$ cat src/rtl/sw_mode_select.sv
// Synchronizes and debounces four slide switches, priority-encodes them into a registered mode.
// Latency: DEBOUNCE_CYCLES+3 edges from a stable raw level to mode/mode_change.
// No backpressure: free-running stage, outputs update every cycle.
module sw_mode_select #(
  parameter int DEBOUNCE_CYCLES = 1_000_000,
  parameter int CNT_W           = $clog2(DEBOUNCE_CYCLES)
) (
  input  logic       clk,
  input  logic       rst,
  input  logic [3:0] sw,
  output logic [3:0] sw_clean,
  output logic [2:0] mode,
  output logic       mode_change
);

  localparam logic [CNT_W-1:0] CNT_MAX = CNT_W'(DEBOUNCE_CYCLES - 1);
  localparam logic [CNT_W-1:0] CNT_ONE = CNT_W'(1);

  localparam logic [2:0] MODE_OFF        = 3'd0;
  localparam logic [2:0] MODE_LINEAR     = 3'd1;
  localparam logic [2:0] MODE_SINE       = 3'd2;
  localparam logic [2:0] MODE_RAINBOW    = 3'd3;
  localparam logic [2:0] MODE_SOLID_BLUE = 3'd4;

  logic [3:0]       s1;
  logic [3:0]       s2;
  logic [CNT_W-1:0] cnt [4];
  logic [2:0]       mode_nxt;

  always_ff @(posedge clk) begin
    if (rst) begin
      s1 <= '0;
      s2 <= '0;
    end else begin
      s1 <= sw;
      s2 <= s1;
    end
  end

  // Any return to the accepted level clears the count, so glitches never accumulate.
  always_ff @(posedge clk) begin
    if (rst) begin
      sw_clean <= '0;
      for (int i = 0; i < 4; i++) begin
        cnt[i] <= '0;
      end
    end else begin
      for (int i = 0; i < 4; i++) begin
        if (s2[i] == sw_clean[i]) begin
          cnt[i] <= '0;
        end else if (cnt[i] == CNT_MAX) begin
          sw_clean[i] <= s2[i];
          cnt[i]      <= '0;
        end else begin
          cnt[i] <= cnt[i] + CNT_ONE;
        end
      end
    end
  end

  always_comb begin
    mode_nxt = MODE_OFF;
    if (sw_clean[0]) begin
      mode_nxt = MODE_LINEAR;
    end else if (sw_clean[1]) begin
      mode_nxt = MODE_SINE;
    end else if (sw_clean[2]) begin
      mode_nxt = MODE_RAINBOW;
    end else if (sw_clean[3]) begin
      mode_nxt = MODE_SOLID_BLUE;
    end
  end

  always_ff @(posedge clk) begin
    if (rst) begin
      mode        <= MODE_OFF;
      mode_change <= 1'b0;
    end else begin
      mode        <= mode_nxt;
      mode_change <= (mode_nxt != mode);
    end
  end

endmodule

$ cat config.mk
export PLATFORM = sky130hd
export DESIGN_NAME = sw_mode_select
export DESIGN_NICKNAME = d
export VERILOG_FILES = /design/src/rtl/sw_mode_select.sv
export SDC_FILE = /design/constraint.sdc
export NUM_CORES = 1
export LEC_CHECK = 0
export ABC_AREA = 1
export BUFFER_PORTS_ARGS = -buffer_cell sky130_fd_sc_hd__buf_2
export CORE_MARGIN = 2
export CORE_UTILIZATION = 55
export CTS_CLUSTER_SIZE = 16
export DETAILED_ROUTE_END_ITERATION = 16
export PLACE_DENSITY = 0.78
export SYNTH_ARGS = -nofsm -noshare
export SYNTH_HDL_FRONTEND = slang
export SYNTH_SLANG_ARGS = --single-unit
$ cat constraint.sdc
create_clock -name clk -period 2.1 [get_ports clk]
set_input_delay 0.525 -clock clk [delete_from_list [all_inputs] [get_ports clk]]
set_output_delay 0.525 -clock clk [all_outputs]
set_load 0.1 [all_outputs]
==> results of run 1 <==
-- routing by layer --
layer | vias to the layer above | share of wire (%)
li1 | 2319 | -
met1 | 2009 | 45
met2 | 76 | 50
met3 | 20 | 3.3
met4 | 0 | 1.9
met5 | - | 0
-- worst max path at each step --
stage | end | slack [ps] | depth (start not counted)
floorplan | cnt[2][12] | 160 | 5
global placement | cnt[0][11] | 400 | 7
detailed placement | cnt[1][12] | 320 | 7
CTS | cnt[1][12] | 250 | 7
global route | cnt[0][16] | 130 | 7
finish | cnt[1][12] | 270 | 7
-- cell usage after synthesis, drive strengths merged --
| cell type | instances |
|---|---|
| nor2 | 192 |
| nand2 | 169 |
| edfxtp | 80 |
| inv | 67 |
| nand3 | 50 |
| a21oi | 28 |
| xor2 | 24 |
| xnor2 | 20 |
| dfxtp | 16 |
| or2 | 11 |
| o21ai | 8 |
| buf | 6 |
| nand4 | 6 |
| ha | 4 |
| nor3 | 2 |
| o21bai | 2 |
| clkbuf | 1 |
| conb | 1 |
| nand3b | 1 |
-- layout make-up --
cell class	instances	area, um^2	area share (%)
inverters	67	251	4.09
multi-input cells	597	2760	44.9
well taps	133	166	2.70
clock buffers	12	145	2.36
repair buffers	16	87.6	1.42
clock inverters	4	20.0	0.325
flip-flops and latches	96	2720	44.2
-- power groups by stage --
stage,registers [mW],logic [mW],clock network (mW)
floorplan,2.23,0.151,0
global placement,2.25,0.175,0
detailed placement,2.26,0.178,0
CTS,2.21,0.181,1.10
global route,2.23,0.217,1.17
finish,2.21,0.185,1.08
-- worst min-delay path: stages --
cell and delay (ps):
sky130_fd_sc_hd__buf_2 80, sky130_fd_sc_hd__inv_1 30, sky130_fd_sc_hd__nor2_1 60
-- sequential cells by signal, indices dropped and copies added (netlist names) --
name and cells:
s1 4, mode 3, sw_clean 4, s2 4, cnt 80, mode_change 1
-- kinds of logic after synthesis --
group | count (synthesis) | share of synthesized area [%]
AO/OA/AOI/OAI | 38 | 3.68
other | 1 | 0.0682
flip-flops | 96 | 49.5
buffers and inverters | 74 | 5.73
XOR/XNOR | 44 | 7.00
AND/OR/NAND/NOR | 431 | 33.1
adder cells (fa/ha/maj) | 4 | 0.910
-- per-stage QoR --
step	worst slack [ps]	utilization, %	hold slack [ps]	power, mW	instances
2_1_floorplan	157	-	388	2.38	767
3_3_place_gp	397	61.5	395	2.43	909
3_5_place_dp	317	61.5	408	2.43	909
4_1_cts	253	63.2	360	3.50	925
5_1_grt	130	63.2	377	3.61	925
6_report	273	63.2	363	3.48	925
==> results.txt, run 1 <==
----------------------------------------------------
[Yosys]
  Count of mapped cells out of synthesis ... 688
  Unique cell type count in the Yosys netlist ... 29
  Post-Syn Area per Cell ... 8.00 um^2
  Library cell occupying the most area in the post-synthesis netlist ... sky130_fd_sc_hd__edfxtp_1
  Most area-consuming cells after synthesis ... sky130_fd_sc_hd__edfxtp_1, sky130_fd_sc_hd__nor2_1, sky130_fd_sc_hd__nand2_1
  Portion of the post-synthesis area used by sequential elements ... 49.5%
  Warning count from the yosys run ... 0
  Mapped Area ... 5500 um^2
  #FFs+latches synth ... 96
  Area share of the leading cell type in the synthesized netlist ... 43.7%

[Pwr]
  Cell internal power dissipation ... 2.65 mW
  Switching power ... 829 uW
  PD cells ... 566 nW/um^2
  Leakage ... 2.37 nW
  Switching share of power ... 23.8%
  Largest voltage drop on the vdd net ... 0.291 mV
  Sequential power share ... 63.6%
  Relative contribution of combinational cells to total power ... 5.3%
  Clock network fraction of design power ... 31.1%

[Critical path]
  WP data required ... 2220 ps
  Worst reg-to-reg path cell count ... 7
  Largest stage delay on the critical path ... 450 ps
  End of the worst register-to-register path ... cnt[1][12]
  Crit path buf inv count ... 1
  FF-to-FF setup slack ... 270 ps
  Setup CP Type ... reg2reg
  Start point of the critical path ... cnt[1][0]
  Max stage delay cell, worst path ... sky130_fd_sc_hd__edfxtp_1
  Crit Reg-Reg Startpoint ... cnt[1][0]
  Worst-path cell chain ... ha_1, nand3_2, nor3_2, nand3_1, nand2_1, buf_4, nor2_1
  Setup crit start kind ... register
  Kind of end point of the critical path ... register
  CP arrival ... 1950 ps
  Kind of cell adding the most delay to the critical path ... simple AND/OR/NAND/NOR gates
  Crit Path Max Fanout ... 20

[Global route]
  Global-route met3 utilization ... 3.07%
  Met1 Track Usage GR ... 25.5%
  Busiest layer in global routing ... met2
  First-pass GRT wire length ... 18,400 um
  Final global-route overflow total ... 0
  Met2 Resource Use GR ... 35.8%
  Via count of the first global-routing pass ... 4,318
  Largest net degree at the start of global routing ... 21
  Number of antenna violations at the first check in global routing ... 0
  Overall routing resource usage ... 20.5%

[Final layout]
  Post-route cell area ... 6150 um^2
  Count of nets after finishing ... 797
  # fillers ... 840
  Antenna Cells ... 0
  Signed area change from the synthesized netlist to the final layout ... 11.8%
  Share of cells above drive strength 1 ... 7.20%
  Commonest cells after routing, fill and taps aside ... sky130_fd_sc_hd__nor2_1, sky130_fd_sc_hd__nand2_1, sky130_fd_sc_hd__edfxtp_1, sky130_fd_sc_hd__conb_1, sky130_fd_sc_hd__inv_1
  Most common library cell in the layout ignoring fill and taps ... sky130_fd_sc_hd__nor2_1

[Clocking]
  Cell at the root of the clock tree ... sky130_fd_sc_hd__clkbuf_8
  Clock edge transition at the registers on the reported setup and hold paths ... 90 ps
  Sinks on the clock net ... 96
  Total clock buffers created by CTS ... 9
  Worst skew pair latency ... 360 ps
  Post-cts gate resize count ... 0
  # hold bufs at CTS ... 0
  Maximum level of the CTS H-tree ... 3
  Max clock buf depth ... 2
  TritonCTS clock tree ... built
  Postcts setup bufs ... 0

[Route]
  Aggregate routed wire length ... 10,400 um
  Residual DRC count ... 0
  Final routed wire length divided by cell count ... 11.3 um
  Overall via count from detail_route ... 4,424
  Number of vias per cell ... 4.78
  Router iterations before antenna repair ... 4
  Drt initial violations ... 191
  Post-DRT Antenna Nets ... 0

[Placement]
  Post-place instance area ... 5990 um^2
  Final GP Congestion ... 0.926
  Count of buffers from port buffering ... 13
  Total half-perimeter wirelength after legalization and detailed placement ... 8030 um

[Status]
  Result of the run ... complete, no violations

[Floorplan]
  X dimension of the die ... 104 um
  Vertical extent of the die ... 104 um
  Effective utilization at floorplan ... 56.5%
  Core area ... 9730 um^2
  Die outline area ... 10,800 um^2
  Num rows ... 36
  Count of pins on the block boundary ... 14

[Min path]
  Hold-critical path depth ... 3
  Launch instance of the worst min-delay path ... sw[0]
  Type of the tightest min-delay check ... in2reg
  Worst Hold Endpoint ... s1[0]

[Timing]
  Setup TNS after final layout ... 0 ps
  Crit share post-route ... 87.0%
  Count of final max-slew check failures ... 0
  Final setup vio count ... 0
  Final clock skew ... 6.69 ps
  Final period demand of the worst path ... 1830 ps
  Setup repair after global routing missed its margin ... no
  Top achievable clock speed ... 547 MHz
  Number of endpoints with negative hold slack in the final report ... 0

[Flow run]
  Number of maximum-capacitance violations ... 0

----------------------------------------------------
Power figures use the tool's default switching activity.
==> run 2, diff against run 1 <==
Settings changed: BUFFER_PORTS_ARGS -buffer_cell sky130_fd_sc_hd__buf_2 to default, DONT_BUFFER_PORTS from default to 1, PLACE_DENSITY 0.78 to 0.76.
==> run 2 against run 1 <==
  * First-iteration DRC count grew 0.52%
  * Die area unchanged
  * Final cell count is 0.65% lower
  * Worst setup slack better by 60 ps
  * Hold slack worse by 150 ps
  * Power grew 3.4%
  * Clock-buffer cell count up 2
  * Flip-flop and latch count is the same
  * Wire length down 0.34%
  * Via count down 0.43%
  * Non-clock buffer count down 6
  * Clock skew increased by 1.9 ps
  * Critical endpoint is now cnt[1][15]
  * Highest routed layer unchanged
==> results.txt, run 2 (same netlist as run 1, synthesis figures left out) <==
----------------------------------------------------
[Floorplan]
  X dimension of the die ... 104 um (unchanged)
  Num rows ... 36 (unchanged)
  Count of pins on the block boundary ... 14 (unchanged)
  Effective utilization at floorplan ... 56.5% (unchanged)
  Vertical extent of the die ... 104 um (unchanged)
  Die outline area ... 10,800 um^2 (unchanged)
  Core area ... 9730 um^2 (unchanged)

[Global route]
  Via count of the first global-routing pass ... 4,315 (was 4,318)
  Global-route met3 utilization ... 2.76% (was 3.07%)
  Largest net degree at the start of global routing ... 21 (unchanged)
  Met1 Track Usage GR ... 25.9% (was 25.5%)
  First-pass GRT wire length ... 18,400 um (about the same)
  Number of antenna violations at the first check in global routing ... 0 (unchanged)
  Busiest layer in global routing ... met2 (unchanged)
  Overall routing resource usage ... 20.7% (was 20.5%)
  Final global-route overflow total ... 0 (unchanged)
  Met2 Resource Use GR ... 35.8% (unchanged)

[Critical path]
  Largest stage delay on the critical path ... 450 ps (about the same)
  FF-to-FF setup slack ... 330 ps (was 270 ps)
  Crit Reg-Reg Startpoint ... cnt[1][0] (unchanged)
  Worst-path cell chain ... ha_1, nand3_2, nor3_2, nand3_1, nand2_1, buf_4, nor2_1 (unchanged)
  Crit Path Max Fanout ... 20 (unchanged)
  Setup crit start kind ... register (unchanged)
  CP arrival ... 1890 ps (was 1950 ps)
  Worst reg-to-reg path cell count ... 7 (unchanged)
  Setup CP Type ... reg2reg (unchanged)
  Start point of the critical path ... cnt[1][0] (unchanged)
  Max stage delay cell, worst path ... sky130_fd_sc_hd__edfxtp_1 (unchanged)
  End of the worst register-to-register path ... cnt[1][15] (was cnt[1][12])
  WP data required ... 2220 ps (about the same)
  Kind of end point of the critical path ... register (unchanged)
  End point of the critical path ... cnt[1][15] (was cnt[1][12])

[Pwr]
  Leakage ... 2.36 nW (was 2.37 nW)
  Total power after layout ... 3.60 mW (was 3.48 mW)
  PD cells ... 583 nW/um^2 (was 566 nW/um^2)
  Largest voltage drop on the vdd net ... 0.313 mV (was 0.291 mV)

[Final layout]
  Commonest cells after routing, fill and taps aside ... sky130_fd_sc_hd__nor2_1, sky130_fd_sc_hd__nand2_1, sky130_fd_sc_hd__edfxtp_1, sky130_fd_sc_hd__conb_1, sky130_fd_sc_hd__inv_1 (unchanged)
  # fillers ... 870 (was 840)
  Max FFs per register ... 80 (unchanged)
  Post-Route Utilization ... 63.4% (was 63.2%)
  Antenna Cells ... 0 (unchanged)
  Signed area change from the synthesized netlist to the final layout ... 12.2% (was 11.8%)
  Count of nets after finishing ... 791 (was 797)
  Most common library cell in the layout ignoring fill and taps ... sky130_fd_sc_hd__nor2_1 (unchanged)
  Post-route cell area ... 6170 um^2 (was 6150 um^2)
  Share of cells above drive strength 1 ... 6.36% (was 7.20%)
  Register containing the most flip-flops in the final layout ... cnt (unchanged)
  Non-filler instance count after layout ... 919 (was 925)

[Route]
  Drt initial violations ... 192 (was 191)
  Post-DRT Antenna Nets ... 0 (unchanged)
  Aggregate routed wire length ... 10,400 um (about the same)
  Overall via count from detail_route ... 4,405 (was 4,424)
  Router iterations before antenna repair ... 4 (unchanged)
  Final routed wire length divided by cell count ... 11.3 um (about the same)
  Residual DRC count ... 0 (unchanged)
  Number of vias per cell ... 4.79 (was 4.78)

[Timing]
  Worst setup slack after layout ... 334 ps (was 273 ps)
  Number of endpoints with negative hold slack in the final report ... 0 (unchanged)
  Final clock skew ... 8.62 ps (was 6.69 ps)
  Setup repair after global routing missed its margin ... no (unchanged)
  Count of final max-slew check failures ... 0 (unchanged)
  Final period demand of the worst path ... 1770 ps (was 1830 ps)
  Setup TNS after final layout ... 0 ps (unchanged)
  Top achievable clock speed ... 566 MHz (was 547 MHz)
  Final setup vio count ... 0 (unchanged)
  Worst hold slack ... 214 ps (was 363 ps)
  Crit share post-route ... 84.1% (was 87.0%)

[Clocking]
  Postcts setup bufs ... 0 (unchanged)
  Worst skew pair latency ... 370 ps (was 360 ps)
  Clock edge transition at the registers on the reported setup and hold paths ... 90 ps (about the same)
  Max clock buf depth ... 2 (unchanged)
  # hold bufs at CTS ... 0 (unchanged)
  TritonCTS clock tree ... built (unchanged)
  Sinks on the clock net ... 96 (unchanged)
  Cell at the root of the clock tree ... sky130_fd_sc_hd__clkbuf_8 (unchanged)
  Maximum level of the CTS H-tree ... 3 (unchanged)
  Post-cts gate resize count ... 0 (unchanged)
  Total clock buffers created by CTS ... 9 (unchanged)

[Placement]
  Count of buffers from port buffering ... 0 (was 13)
  # placed instances ... 903 (was 909)
  Worst slack after detailed placement ... 332 ps (was 317 ps)
  Final GP Congestion ... 0.898 (was 0.926)
  Total half-perimeter wirelength after legalization and detailed placement ... 7880 um (was 8030 um)
  Post-place instance area ... 5980 um^2 (was 5990 um^2)

[Min path]
  Type of the tightest min-delay check ... in2reg (unchanged)
  Launch instance of the worst min-delay path ... rst (was sw[0])

[Flow run]
  Number of maximum-capacitance violations ... 0 (unchanged)

[Status]
  Result of the run ... complete, no violations (unchanged)

----------------------------------------------------
==> run 2: final cells by class <==
type	count	area, um^2	area share (%)
clock buffers	14	185	3.00
flip-flops and latches	96	2720	44.1
inverters	67	251	4.08
multi-input cells	597	2760	44.7
well taps	133	166	2.70
clock inverters	2	10.0	0.162
repair buffers	10	75.1	1.22
==> run 2: per-layer routing <==
layer	vias to the layer above	routed length [um]
li1	2301	-
met1	2025	4880
met2	61	5070
met3	18	249
met4	0	200
met5	-	0
==> run 2: worst min-delay path by stage <==
stage	slack, ps	to	depth (start not counted)
after global placement	400	s2[1]	2
final	210	mode_change	1
after detailed placement	400	s2[1]	2
after global routing	200	mode[0]	1
after CTS	200	mode_change	1
after floorplan	390	s2[0]	2
==> run 2: worst max-delay path: cells and delay by family, from the launching register on <==
kind                       cells  cell delay (ps)
and+or+nand+nor                5              560
DFF                            1              450
adders and majority gates      1              260
buffers and inverters          1              240
==> run 2: power by group <==
part	leakage [nW]	switching, mW	internal [mW]
Sequential	0.956	0.0808	2.13
Clock	0.101	0.639	0.574
Combinational	1.30	0.114	0.0595
Total	2.36	0.834	2.77
